File: src/rtl/sprite_overlay_pipe_if.sv
// rtl/sprite_overlay_pipe_if.sv - pixel, timing, control and image ROM signals of the sprite overlay stage
interface sprite_overlay_pipe_if #(
  parameter int ADDR_W = 12
);
  logic [10:0]       hcount_in;
  logic [10:0]       vcount_in;
  logic              hs_in;
  logic              vs_in;
  logic              hblnk_in;
  logic              vblnk_in;
  logic [11:0]       rgb_in;
  logic [11:0]       xpos;
  logic [11:0]       ypos;
  logic              en;
  logic              scale_2x;
  logic [ADDR_W-1:0] pixel_addr;
  logic [11:0]       rom_rgb;
  logic [10:0]       hcount_out;
  logic [10:0]       vcount_out;
  logic              hs_out;
  logic              vs_out;
  logic              hblnk_out;
  logic              vblnk_out;
  logic [3:0]        r;
  logic [3:0]        g;
  logic [3:0]        b;

  modport master (
    output hcount_in, vcount_in, hs_in, vs_in, hblnk_in, vblnk_in, rgb_in,
    output xpos, ypos, en, scale_2x, rom_rgb,
    input  pixel_addr, hcount_out, vcount_out, hs_out, vs_out, hblnk_out, vblnk_out,
    input  r, g, b
  );

  modport slave (
    input  hcount_in, vcount_in, hs_in, vs_in, hblnk_in, vblnk_in, rgb_in,
    input  xpos, ypos, en, scale_2x, rom_rgb,
    output pixel_addr, hcount_out, vcount_out, hs_out, vs_out, hblnk_out, vblnk_out,
    output r, g, b
  );
endinterface

File: src/rtl/sprite_overlay_pipe.sv
// rtl/sprite_overlay_pipe.sv - sprite overlay from a synchronous image ROM with timing kept aligned
module sprite_overlay_pipe #(
  parameter int          SPR_W      = 48,
  parameter int          SPR_H      = 64,
  parameter int          ADDR_W     = 12,
  parameter int          ROM_LAT    = 1,
  parameter logic [11:0] TRANSP_KEY = 12'hF0F
) (
  input  logic                  pclk,
  input  logic                  rst,
  sprite_overlay_pipe_if.slave  bus
);

  typedef struct packed {
    logic [10:0] hcount;
    logic [10:0] vcount;
    logic        hs;
    logic        vs;
    logic        hblnk;
    logic        vblnk;
    logic [11:0] rgb;
    logic        in_box;
  } pix_t;

  localparam logic signed [12:0] W1 = 13'(SPR_W);
  localparam logic signed [12:0] W2 = 13'(2 * SPR_W);
  localparam logic signed [12:0] H1 = 13'(SPR_H);
  localparam logic signed [12:0] H2 = 13'(2 * SPR_H);

  // Position/mode are sampled only at the vblank rising edge so a frame never tears.
  logic        vblnk_prev;
  logic [11:0] xpos_l;
  logic [11:0] ypos_l;
  logic        en_l;
  logic        scale_l;

  always_ff @(posedge pclk) begin
    if (!rst) begin
      vblnk_prev <= 1'b0;
      xpos_l     <= '0;
      ypos_l     <= '0;
      en_l       <= 1'b0;
      scale_l    <= 1'b0;
    end else begin
      vblnk_prev <= bus.vblnk_in;
      if (bus.vblnk_in && !vblnk_prev) begin
        xpos_l  <= bus.xpos;
        ypos_l  <= bus.ypos;
        en_l    <= bus.en;
        scale_l <= bus.scale_2x;
      end
    end
  end

  // 13-bit signed offsets cannot wrap, so positions >= 2048 always give dx/dy < 0.
  logic signed [12:0] dx;
  logic signed [12:0] dy;
  logic signed [12:0] w_lim;
  logic signed [12:0] h_lim;
  logic [11:0]        col;
  logic [11:0]        row;
  logic               in_box;
  logic [ADDR_W-1:0]  addr_c;

  always_comb begin
    dx     = $signed({2'b00, bus.hcount_in}) - $signed({1'b0, xpos_l});
    dy     = $signed({2'b00, bus.vcount_in}) - $signed({1'b0, ypos_l});
    w_lim  = scale_l ? W2 : W1;
    h_lim  = scale_l ? H2 : H1;
    in_box = en_l && !dx[12] && (dx < w_lim) && !dy[12] && (dy < h_lim);
    col    = dx[11:0] >> scale_l;
    row    = dy[11:0] >> scale_l;
    addr_c = ADDR_W'(32'(row) * 32'(SPR_W) + 32'(col));
  end

  logic [ADDR_W-1:0] pixel_addr_q;
  pix_t              pipe [0:ROM_LAT];

  always_ff @(posedge pclk) begin
    if (!rst) begin
      pixel_addr_q <= '0;
      for (int k = 0; k <= ROM_LAT; k++) pipe[k] <= '0;
    end else begin
      pixel_addr_q <= in_box ? addr_c : '0;
      pipe[0]      <= {bus.hcount_in, bus.vcount_in, bus.hs_in, bus.vs_in,
                       bus.hblnk_in, bus.vblnk_in, bus.rgb_in, in_box};
      for (int k = 1; k <= ROM_LAT; k++) pipe[k] <= pipe[k-1];
    end
  end

  // The tail of the delay line lines up with the ROM word for the same pixel.
  pix_t        tail;
  logic [11:0] rgb_sel;

  assign tail = pipe[ROM_LAT];

  always_comb begin
    rgb_sel = tail.rgb;
    if (tail.hblnk || tail.vblnk)
      rgb_sel = '0;
    else if (tail.in_box && (bus.rom_rgb != TRANSP_KEY))
      rgb_sel = bus.rom_rgb;
  end

  logic [25:0] timing_q;
  logic [11:0] rgb_q;

  always_ff @(posedge pclk) begin
    if (!rst) begin
      timing_q <= '0;
      rgb_q    <= '0;
    end else begin
      timing_q <= {tail.hcount, tail.vcount, tail.hs, tail.vs, tail.hblnk, tail.vblnk};
      rgb_q    <= rgb_sel;
    end
  end

  assign bus.pixel_addr = pixel_addr_q;
  assign {bus.hcount_out, bus.vcount_out, bus.hs_out, bus.vs_out, bus.hblnk_out, bus.vblnk_out} = timing_q;
  assign {bus.r, bus.g, bus.b} = rgb_q;

endmodule

File: src/flat_wrapper.sv
// flat-port wrapper written by rule: the top's interface ports become plain ports
module sprite_overlay_pipe_flat 
#(
  parameter int          SPR_W      = 48,
  parameter int          SPR_H      = 64,
  parameter int          ADDR_W     = 12,
  parameter int          ROM_LAT    = 1,
  parameter logic [11:0] TRANSP_KEY = 12'hF0F
)
  (pclk, rst, bus_hcount_in, bus_vcount_in, bus_hs_in, bus_vs_in, bus_hblnk_in, bus_vblnk_in, bus_rgb_in, bus_xpos, bus_ypos, bus_en, bus_scale_2x, bus_rom_rgb, bus_pixel_addr, bus_hcount_out, bus_vcount_out, bus_hs_out, bus_vs_out, bus_hblnk_out, bus_vblnk_out, bus_r, bus_g, bus_b);
  sprite_overlay_pipe_if #(.ADDR_W(ADDR_W)) bus_i ();
  input  logic pclk;
  input  logic rst;
  input wire logic [$bits(bus_i.hcount_in)-1:0] bus_hcount_in;
  input wire logic [$bits(bus_i.vcount_in)-1:0] bus_vcount_in;
  input wire logic [$bits(bus_i.hs_in)-1:0] bus_hs_in;
  input wire logic [$bits(bus_i.vs_in)-1:0] bus_vs_in;
  input wire logic [$bits(bus_i.hblnk_in)-1:0] bus_hblnk_in;
  input wire logic [$bits(bus_i.vblnk_in)-1:0] bus_vblnk_in;
  input wire logic [$bits(bus_i.rgb_in)-1:0] bus_rgb_in;
  input wire logic [$bits(bus_i.xpos)-1:0] bus_xpos;
  input wire logic [$bits(bus_i.ypos)-1:0] bus_ypos;
  input wire logic [$bits(bus_i.en)-1:0] bus_en;
  input wire logic [$bits(bus_i.scale_2x)-1:0] bus_scale_2x;
  input wire logic [$bits(bus_i.rom_rgb)-1:0] bus_rom_rgb;
  output wire logic [$bits(bus_i.pixel_addr)-1:0] bus_pixel_addr;
  output wire logic [$bits(bus_i.hcount_out)-1:0] bus_hcount_out;
  output wire logic [$bits(bus_i.vcount_out)-1:0] bus_vcount_out;
  output wire logic [$bits(bus_i.hs_out)-1:0] bus_hs_out;
  output wire logic [$bits(bus_i.vs_out)-1:0] bus_vs_out;
  output wire logic [$bits(bus_i.hblnk_out)-1:0] bus_hblnk_out;
  output wire logic [$bits(bus_i.vblnk_out)-1:0] bus_vblnk_out;
  output wire logic [$bits(bus_i.r)-1:0] bus_r;
  output wire logic [$bits(bus_i.g)-1:0] bus_g;
  output wire logic [$bits(bus_i.b)-1:0] bus_b;
  assign bus_i.hcount_in = bus_hcount_in;
  assign bus_i.vcount_in = bus_vcount_in;
  assign bus_i.hs_in = bus_hs_in;
  assign bus_i.vs_in = bus_vs_in;
  assign bus_i.hblnk_in = bus_hblnk_in;
  assign bus_i.vblnk_in = bus_vblnk_in;
  assign bus_i.rgb_in = bus_rgb_in;
  assign bus_i.xpos = bus_xpos;
  assign bus_i.ypos = bus_ypos;
  assign bus_i.en = bus_en;
  assign bus_i.scale_2x = bus_scale_2x;
  assign bus_i.rom_rgb = bus_rom_rgb;
  assign bus_pixel_addr = bus_i.pixel_addr;
  assign bus_hcount_out = bus_i.hcount_out;
  assign bus_vcount_out = bus_i.vcount_out;
  assign bus_hs_out = bus_i.hs_out;
  assign bus_vs_out = bus_i.vs_out;
  assign bus_hblnk_out = bus_i.hblnk_out;
  assign bus_vblnk_out = bus_i.vblnk_out;
  assign bus_r = bus_i.r;
  assign bus_g = bus_i.g;
  assign bus_b = bus_i.b;
  sprite_overlay_pipe #(.SPR_W(SPR_W), .SPR_H(SPR_H), .ADDR_W(ADDR_W), .ROM_LAT(ROM_LAT), .TRANSP_KEY(TRANSP_KEY)) u_core (.pclk(pclk), .rst(rst), .bus(bus_i));
endmodule
File: config.mk
export PLATFORM = sky130hd
export DESIGN_NAME = sprite_overlay_pipe_flat
export DESIGN_NICKNAME = d
export VERILOG_FILES = /design/src/rtl/sprite_overlay_pipe_if.sv /design/src/rtl/sprite_overlay_pipe.sv /design/src/flat_wrapper.sv
export SDC_FILE = /design/constraint.sdc
export NUM_CORES = 1
export LEC_CHECK = 0
export BUFFER_PORTS_ARGS = -buffer_cell sky130_fd_sc_hd__buf_4
export CAP_MARGIN = 20
export CORE_MARGIN = 4
export CORE_UTILIZATION = 35
export CTS_BUF_LIST = sky130_fd_sc_hd__clkbuf_16
export DETAILED_ROUTE_END_ITERATION = 10
export GPL_TIMING_DRIVEN = 0
export PLACE_DENSITY = 0.57
export SETUP_SLACK_MARGIN = 0.2
export SLEW_MARGIN = 40
export SYNTH_ARGS = -nofsm -noshare
export SYNTH_HDL_FRONTEND = slang
export SYNTH_SLANG_ARGS = --single-unit
File: constraint.sdc
create_clock -name pclk -period 10.7 [get_ports pclk]
set_input_delay 0.535 -clock pclk [delete_from_list [all_inputs] [get_ports pclk]]
set_output_delay 0.535 -clock pclk [all_outputs]
set_load 0.03 [all_outputs]
==> summary.md, run 1 <==
| Metric | Value |
|---|---|
| Mapped Cells | between 600 and 700 |
| Slew Viols, Final | 0 |
| Largest net degree at the start of global routing | 17 |
| Startpoint types | flip-flop |
| Measured slew at the worst slew-check pin | between 0.6 and 0.7 ns |
| Sequential element share of the synthesized area | 0.4842 |
| CP Capture Type | flip-flop |
| Routed vias | approximately 4700 |
| H-Tree Depth | 4 |
| Total die area | 20410 µm² |
| Fmax | about 250 MHz |
| Die W | 142.9 µm |
| Fin crit period | 3.939 ns |
| Pwr dens | 189.8 nW/µm² |
| DRC | 0 |
| Vias in the first global route | 4899 |
| Num CTS Buffers | 17 |
| Global routing usage on met3 | 0.03148 |
| Root Driver | clkbuf_16 |
| Fin Setup TNS | 0 ns |
| GP Congestion | 0.8708 |
| Layout Nets | 917 |
| Post-synth top flop | dfxtp_1 |
| Clk sinks | 154 |
| Outcome | complete, no violations |
| Row count | 49 |
| Core Region | 17900 µm² |
| Port bufs | about 130 |
| Number of diodes | 0 |
| Mean Syn Cell Area | between 9 and 10 µm² |
| First-pass GRT wire length | ~24000 µm |
| Initial Util | 0.3557 |
| Max-Cap Viols | 0 |
| Clock transition at path regs | 0.07 ns |
| Post-route cell area | 8193 µm² |
| Worst EP arrival | 4.24 ns |
| Pleak | between 0.003 and 0.004 µW |
| Number of synthesized flops with an enable pin | 0 |
| Placed cell areas | 7607 µm² |
| Max Buffers Root-to-Sink | 2 |
| Async SR Flop Fraction | 0 |
| Synth Register Bits | 154 |
| Via density | 4.481 |
| Post-route ant nets | 0 |
| Critical path fanouts, max | 3 |
| DP Wirelength | 11580 µm |
| TritonCTS clock tree | done |
| Die Y-Extent | about 140 µm |
| DRT iter0 DRCs | 144 |
| Number of unique standard cell types used by synthesis | 52 |
| Met2 usage | 0.2557 |
| WL/cell | 13.92 µm |
| Grt total ovfl | 0 |
| Skew final | about 0.0084 ns |
| Post_cts resized | 0 |
| RSZ-0062 raised after global routing | false |
| Initial antenna violation count | 0 |
| Drt first pass iters | 4 |
| Setup-failing EPs final | 0 |
| Req. time, crit path | between 10 and 15 ns |
| Io pins | 128 |
| Layout cells sized above 1 | 0.2235 |
| Period utilization | 0.3682 |
| GR Layer Usage met1 | 0.1808 |
| Global-route usage over all layers | 0.1474 |
| Synth warnings | 0 |
| Area Overhead vs Synth | 28.67% |
| VDD IR max | around 0.00014 V |
| WS Path Type | flip-flop to flip-flop |
| Post-synthesis cell area | 6367 µm² |
| Worst hold slack | between 0.3 and 0.4 ns |
| Routed WL | roughly 14000 µm |
| Busiest grt layer | met2 |
| Rel. slew slack | 0.5701 |
| Post-synth net total | 771 |
| Final hold violation count | 0 |
| HP Class | input port to flip-flop |
| Worst skew pair latency | 0.42 ns |
| Post-CTS setup buffers | 0 |
| Hold buffer count at cts | 0 |
-- layer usage --
layer | vias up | share of wire
li1 | 2438 | -
met1 | 2092 | 0.45
met2 | 112 | 0.49
met3 | 14 | 0.052
met4 | 0 | 0.016
met5 | - | 0
-- placed cells by master, fill, tap and decap left out, types with 3 or more instances in the layout --
cell type / synthesis / routed
dfxtp_1: 154 / 154
buf_4: 0 / 127
and2_1: 104 / 104
nand2_1: 67 / 67
inv_1: 37 / 37
nor2_1: 37 / 37
ha_1: 37 / 37
a21oi_1: 26 / 26
a21boi_0: 26 / 26
clkbuf_1: 23 / 23
xnor2_1: 19 / 19
clkbuf_16: 0 / 17
mux2i_1: 13 / 13
o21ai_0: 9 / 9
o21a_1: 8 / 8
nor3_2: 8 / 8
nor2b_1: 7 / 7
a21o_1: 7 / 7
xor2_1: 6 / 6
o21bai_1: 5 / 5
a31oi_1: 5 / 5
inv_6: 0 / 5
nor3_1: 4 / 4
mux2_2: 4 / 4
fa_1: 4 / 4
nand3b_1: 3 / 3
nand4b_1: 3 / 3
-- final timing paths --
kind	from	slack (ns)	depth (start not counted)	endpoint
max	u_core.ypos_l[0]	6.76	20	u_core.bus.pixel_addr[11]
min	bus_rgb_in[10]	0.33	2	u_core.pipe[0][11]
max reg2reg	u_core.ypos_l[0]	6.76	20	u_core.bus.pixel_addr[11]
min reg2reg	u_core.pipe[0][38]	0.43	1	u_core.pipe[0][77]
-- worst max-delay path, stage by stage, from the launching register on --
cell,delay (ns)
dfxtp_1,0.35
ha_1,0.18
inv_1,0.06
fa_1,0.42
a211oi_1,0.32
o21bai_1,0.15
a21oi_1,0.24
xnor2_1,0.19
nand2_1,0.07
o21ai_0,0.14
ha_1,0.31
a21oi_1,0.17
xnor2_1,0.10
ha_1,0.32
o21a_1,0.12
nor2_1,0.03
a21oi_1,0.14
xnor2_1,0.15
xnor2_1,0.15
xnor2_1,0.16
nor3_2,0.05
-- layout make-up --
cell class	instances	area (µm²)
timing repair buffer	127	953.4
clock buffer	17	425.4
inverter	38	142.6
fill	1778	9709
sequential	154	3083
multi-input combinational	433	3032
buffer	27	110.1
clock inverter	14	160.2
tap	229	286.5
-- through the flow --
step,instances,power (µW),utilization,worst slack [ns]
2_1_floorplan,652,884.5,-,6.822
3_3_place_gp,1008,967.4,0.4249,6.398
3_5_place_dp,1008,971.1,0.4249,6.397
4_1_cts,1039,1574,0.4576,6.732
5_1_grt,1039,1641,0.4576,6.397
6_report,1039,1555,0.4576,6.761
-- registers in the layout (all words and copies together), names as in the netlist --
register,cells
u_core.pipe,78
u_core.timing_q,26
u_core.bus.pixel_addr,12
u_core.rgb_q,12
u_core.xpos_l,12
u_core.ypos_l,12
u_core.en_l,1
u_core.scale_l,1
-- cells by family (layout without fill, tap and decap cells) --
kind of cell	count (synthesis)	count (layout)	share of synthesized area
xor+xnor	25	25	0.03439
flops	154	154	0.4842
mux	17	17	0.02751
fa+ha+maj	41	41	0.08528
compound gates	101	101	0.1110
simple gates	249	249	0.2179
buf+inv	65	223	0.03969
-- report_power, final --
| group | internal, µW | switching (µW) |
|---|---|---|
| Clock | 349 | 250 |
| Sequential | 596 | 6.75 |
| Combinational | 166 | 188 |
-- synth_stat cells, drive strengths merged, types with 2 or more instances --
master	n	area [µm²]
nand2	67	251.5
mux2i	13	130.1
a211oi	2	15.01
nor4	2	12.51
nor3	12	100.1
o31ai	2	28.78
mux2	4	45.04
nor3b	2	25.02
o21ai	10	50.04
nor2	37	138.9
o21a	8	60.06
a2111oi	2	30.03
a31oi	5	31.28
nand3b	3	22.52
o31a	2	17.52
nand2b	2	12.51
xnor2	19	166.4
nor4b	2	32.53
dfxtp	154	3083
and2	104	650.6
o21bai	5	37.54
ha	37	462.9
a21oi	26	130.1
fa	4	80.08
a21boi	26	195.2
clkbuf	23	86.33
nor2b	7	43.79
buf	4	23.77
inv	38	142.6
a21o	7	52.55
nand4b	3	26.28
nand3	2	10.01
xor2	6	52.55
(Power assumes the default switching activity.)
==> run 2: changes to the inputs <==
Clock period 10.7 ns to 4.1 ns, I/O delays scaled along.
==> run 2 against run 1 <==
  * Final cell count is 2.0% higher
  * Core utilization is 2.1 points higher
  * Total power grew to 2.7 times the previous value
  * Clock skew is 0.00062 ns higher
  * Design area is 4.6% higher
  * Critical path type unchanged
  * Routed wire length is 3.1% higher
==> summary.md, run 2 (same netlist as run 1, synthesis figures left out) <==
| Metric | Value |
|---|---|
| Period utilization | 0.9259 |
| Root Driver | clkbuf_16 |
| Measured slew at the worst slew-check pin | approximately 0.64 ns |
| Max-Cap Viols | 0 |
| CP Capture Type | flip-flop |
| Critical-path top delay cell | dfxtp_2 |
| Post-route ant nets | 0 |
| Number of diodes | 0 |
| Outcome | complete, no violations |
| RR Startpoint | u_core.ypos_l[1] |
| Clock transition at path regs | approximately 0.07 ns |
| Pwr dens | 488.2 nW/µm² |
| Max Buffers Root-to-Sink | 2 |
| Worst EP arrival | 4.10 ns |
| Initial Util | 0.3557 |
| Commonest non-fill, non-tap cell in the layout | dfxtp_1 |
| Fmax | between 200 and 300 MHz |
| Crit path cell chain | inv_4 > ha_4 > nor2b_4 > o31a_1 > a21oi_2 > nor2_1 > a21oi_2 > ha_1 > a21o_1 > a21oi_2 > o21bai_1 > a21oi_2 > xnor2_1 > ha_1 > o21a_1 > nor2_1 > a21oi_2 > xnor2_1 > xnor2_1 > xnor2_1 > nor3_2 |
| Max reg flops | 78 |
| Fin crit period | 3.796 ns |
| Port bufs | about 130 |
| FF-to-FF path depth | 21 |
| Row count | 49 |
| Worst r2r dst | u_core.bus.pixel_addr[11] |
| HP Class | input port to flip-flop |
| TritonCTS clock tree | done |
| Fin Setup TNS | 0 ns |
| FILL cells | 1742 |
| VDD IR max | approximately 0.00037 V |
| Post-route cell area | about 8600 µm² |
| WHS Path Cells | 2 |
| Grt total ovfl | 0 |
| CP most frequent cell | a21oi_2 |
| Drt first pass iters | 4 |
| Io pins | 128 |
| Area Overhead vs Synth | 34.56% |
| WL/cell | 14.07 µm |
| Most frequent cells in the layout | dfxtp_1, buf_4, and2_1, nand2_1, nor2_1 |
| Worst skew pair latency | 0.42 ns |
| Worst path max stage delay | 0.35 ns |
| First-pass GRT wire length | 23840 µm |
| Global-route usage over all layers | 0.1490 |
| GP Congestion | around 0.87 |
| Setup-failing EPs final | 0 |
| Placed cell areas | 7607 µm² |
| Setup slack, reg-to-reg | 0.30 ns |
| RSZ-0062 raised after global routing | true |
| Final hold violation count | 0 |
| Clk sinks | 154 |
| WHS Endpoint | u_core.pipe[0][23] |
| Startpoint types | flip-flop |
| Top Registers | u_core.pipe x78, u_core.timing_q x26 |
| Die Y-Extent | between 100 and 150 µm |
| Via density | around 4.5 |
| Die W | 142.9 µm |
| Critical path fanouts, max | 4 |
| DP Wirelength | 11580 µm |
| Rel. slew slack | 0.5708 |
| Routed WL | 14910 µm |
| Largest net degree at the start of global routing | 17 |
| Most flops, register | u_core.pipe |
| Layout Nets | approximately 940 |
| DRC | 0 |
| Tot Pwr | about 4200 µW |
| Routed vias | 4756 |
| Num CTS Buffers | 17 |
| Worst hold slack | 0.01581 ns |
| Total die area | 20410 µm² |
| Req. time, crit path | 4.40 ns |
| Pleak | 0.003748 µW |
| WS Path Type | flip-flop to flip-flop |
| Slew Viols, Final | 0 |
| Skew final | 0.009018 ns |
| Vias in the first global route | 4993 |
| Core Region | 17900 µm² |
| Place WS | 0.1275 ns |
| Layout cells sized above 1 | 0.2623 |
| Worst Hold Launch | bus_vcount_in[6] |
| Initial antenna violation count | 0 |
| H-Tree Depth | 4 |
| DRT iter0 DRCs | 140 |
| Setup slack after layout | roughly 0.3 ns |
==> run 2: routing by layer <==
layer | track usage | wire length, µm
met1 | 0.1806 | 6584
met2 | 0.2614 | 7373
met3 | 0.03182 | 741
met4 | 0.05203 | 210
met5 | 0 | 0
==> run 2: per-stage QoR <==
step / utilization / cells
after floorplan: - / 652
after global placement: 0.4249 / 1008
after detailed placement: 0.4249 / 1008
after CTS: 0.4668 / 1055
after global routing: 0.4786 / 1060
final: 0.4786 / 1060
==> run 2: final cells by class <==
| class | count | area (µm²) | share of cell area |
|---|---|---|---|
| Buffer | 27 | 112.6 | 0.01314 |
| Clock buffer | 17 | 425.4 | 0.04965 |
| Clock inverter | 14 | 160.2 | 0.01869 |
| Inverter | 38 | 145.1 | 0.01694 |
| Multi-Input combinational cell | 433 | 3207 | 0.3743 |
| Sequential cell | 154 | 3085 | 0.3601 |
| Tap cell | 229 | 286.5 | 0.03344 |
| Timing Repair Buffer | 148 | 1146 | 0.1338 |
==> run 2: report_power, final <==
| group | switching, µW | total [µW] | internal (µW) |
|---|---|---|---|
| clock network | 651 | 1560 | 910 |
| logic | 537 | 1050 | 512 |
| registers | 18.1 | 1570 | 1560 |
| total | 1210 | 4180 | 2980 |
==> run 2: worst max path at each step <==
| stage | start | end | slack, ns | cells past startpoint |
|---|---|---|---|---|
| finish | u_core.ypos_l[1] | u_core.bus.pixel_addr[11] | 0.30 | 21 |
| global route | u_core.ypos_l[1] | u_core.bus.pixel_addr[11] | 0.12 | 21 |
| CTS | u_core.ypos_l[1] | u_core.bus.pixel_addr[11] | 0.18 | 20 |
| detailed placement | bus_vcount_in[0] | u_core.bus.pixel_addr[11] | 0.13 | 22 |
| global placement | bus_vcount_in[0] | u_core.bus.pixel_addr[11] | 0.13 | 22 |
| floorplan | u_core.ypos_l[1] | u_core.bus.pixel_addr[11] | 0.48 | 20 |
==> run 2: what timing repair did <==
item / in CTS / in global routing
setup buffers: 2 / 5
setup endpoints to repair: 1 / 13
pin swaps: 5 / 17
hold endpoints to repair: 14 / 0
hold buffers: 14 / 0
resized for setup: 2 / 35
==> run 2: worst max-delay path: cells and delay by family, from the launching register on <==
family                     cells  cell delay (ns)
buffers and inverters          1             0.04
DFF                            1             0.35
AOI/OAI and AO/OA              9             1.51
adders and majority gates      3             0.77
and+or+nand+nor                4             0.37
xor gates and xnor gates       4             0.64
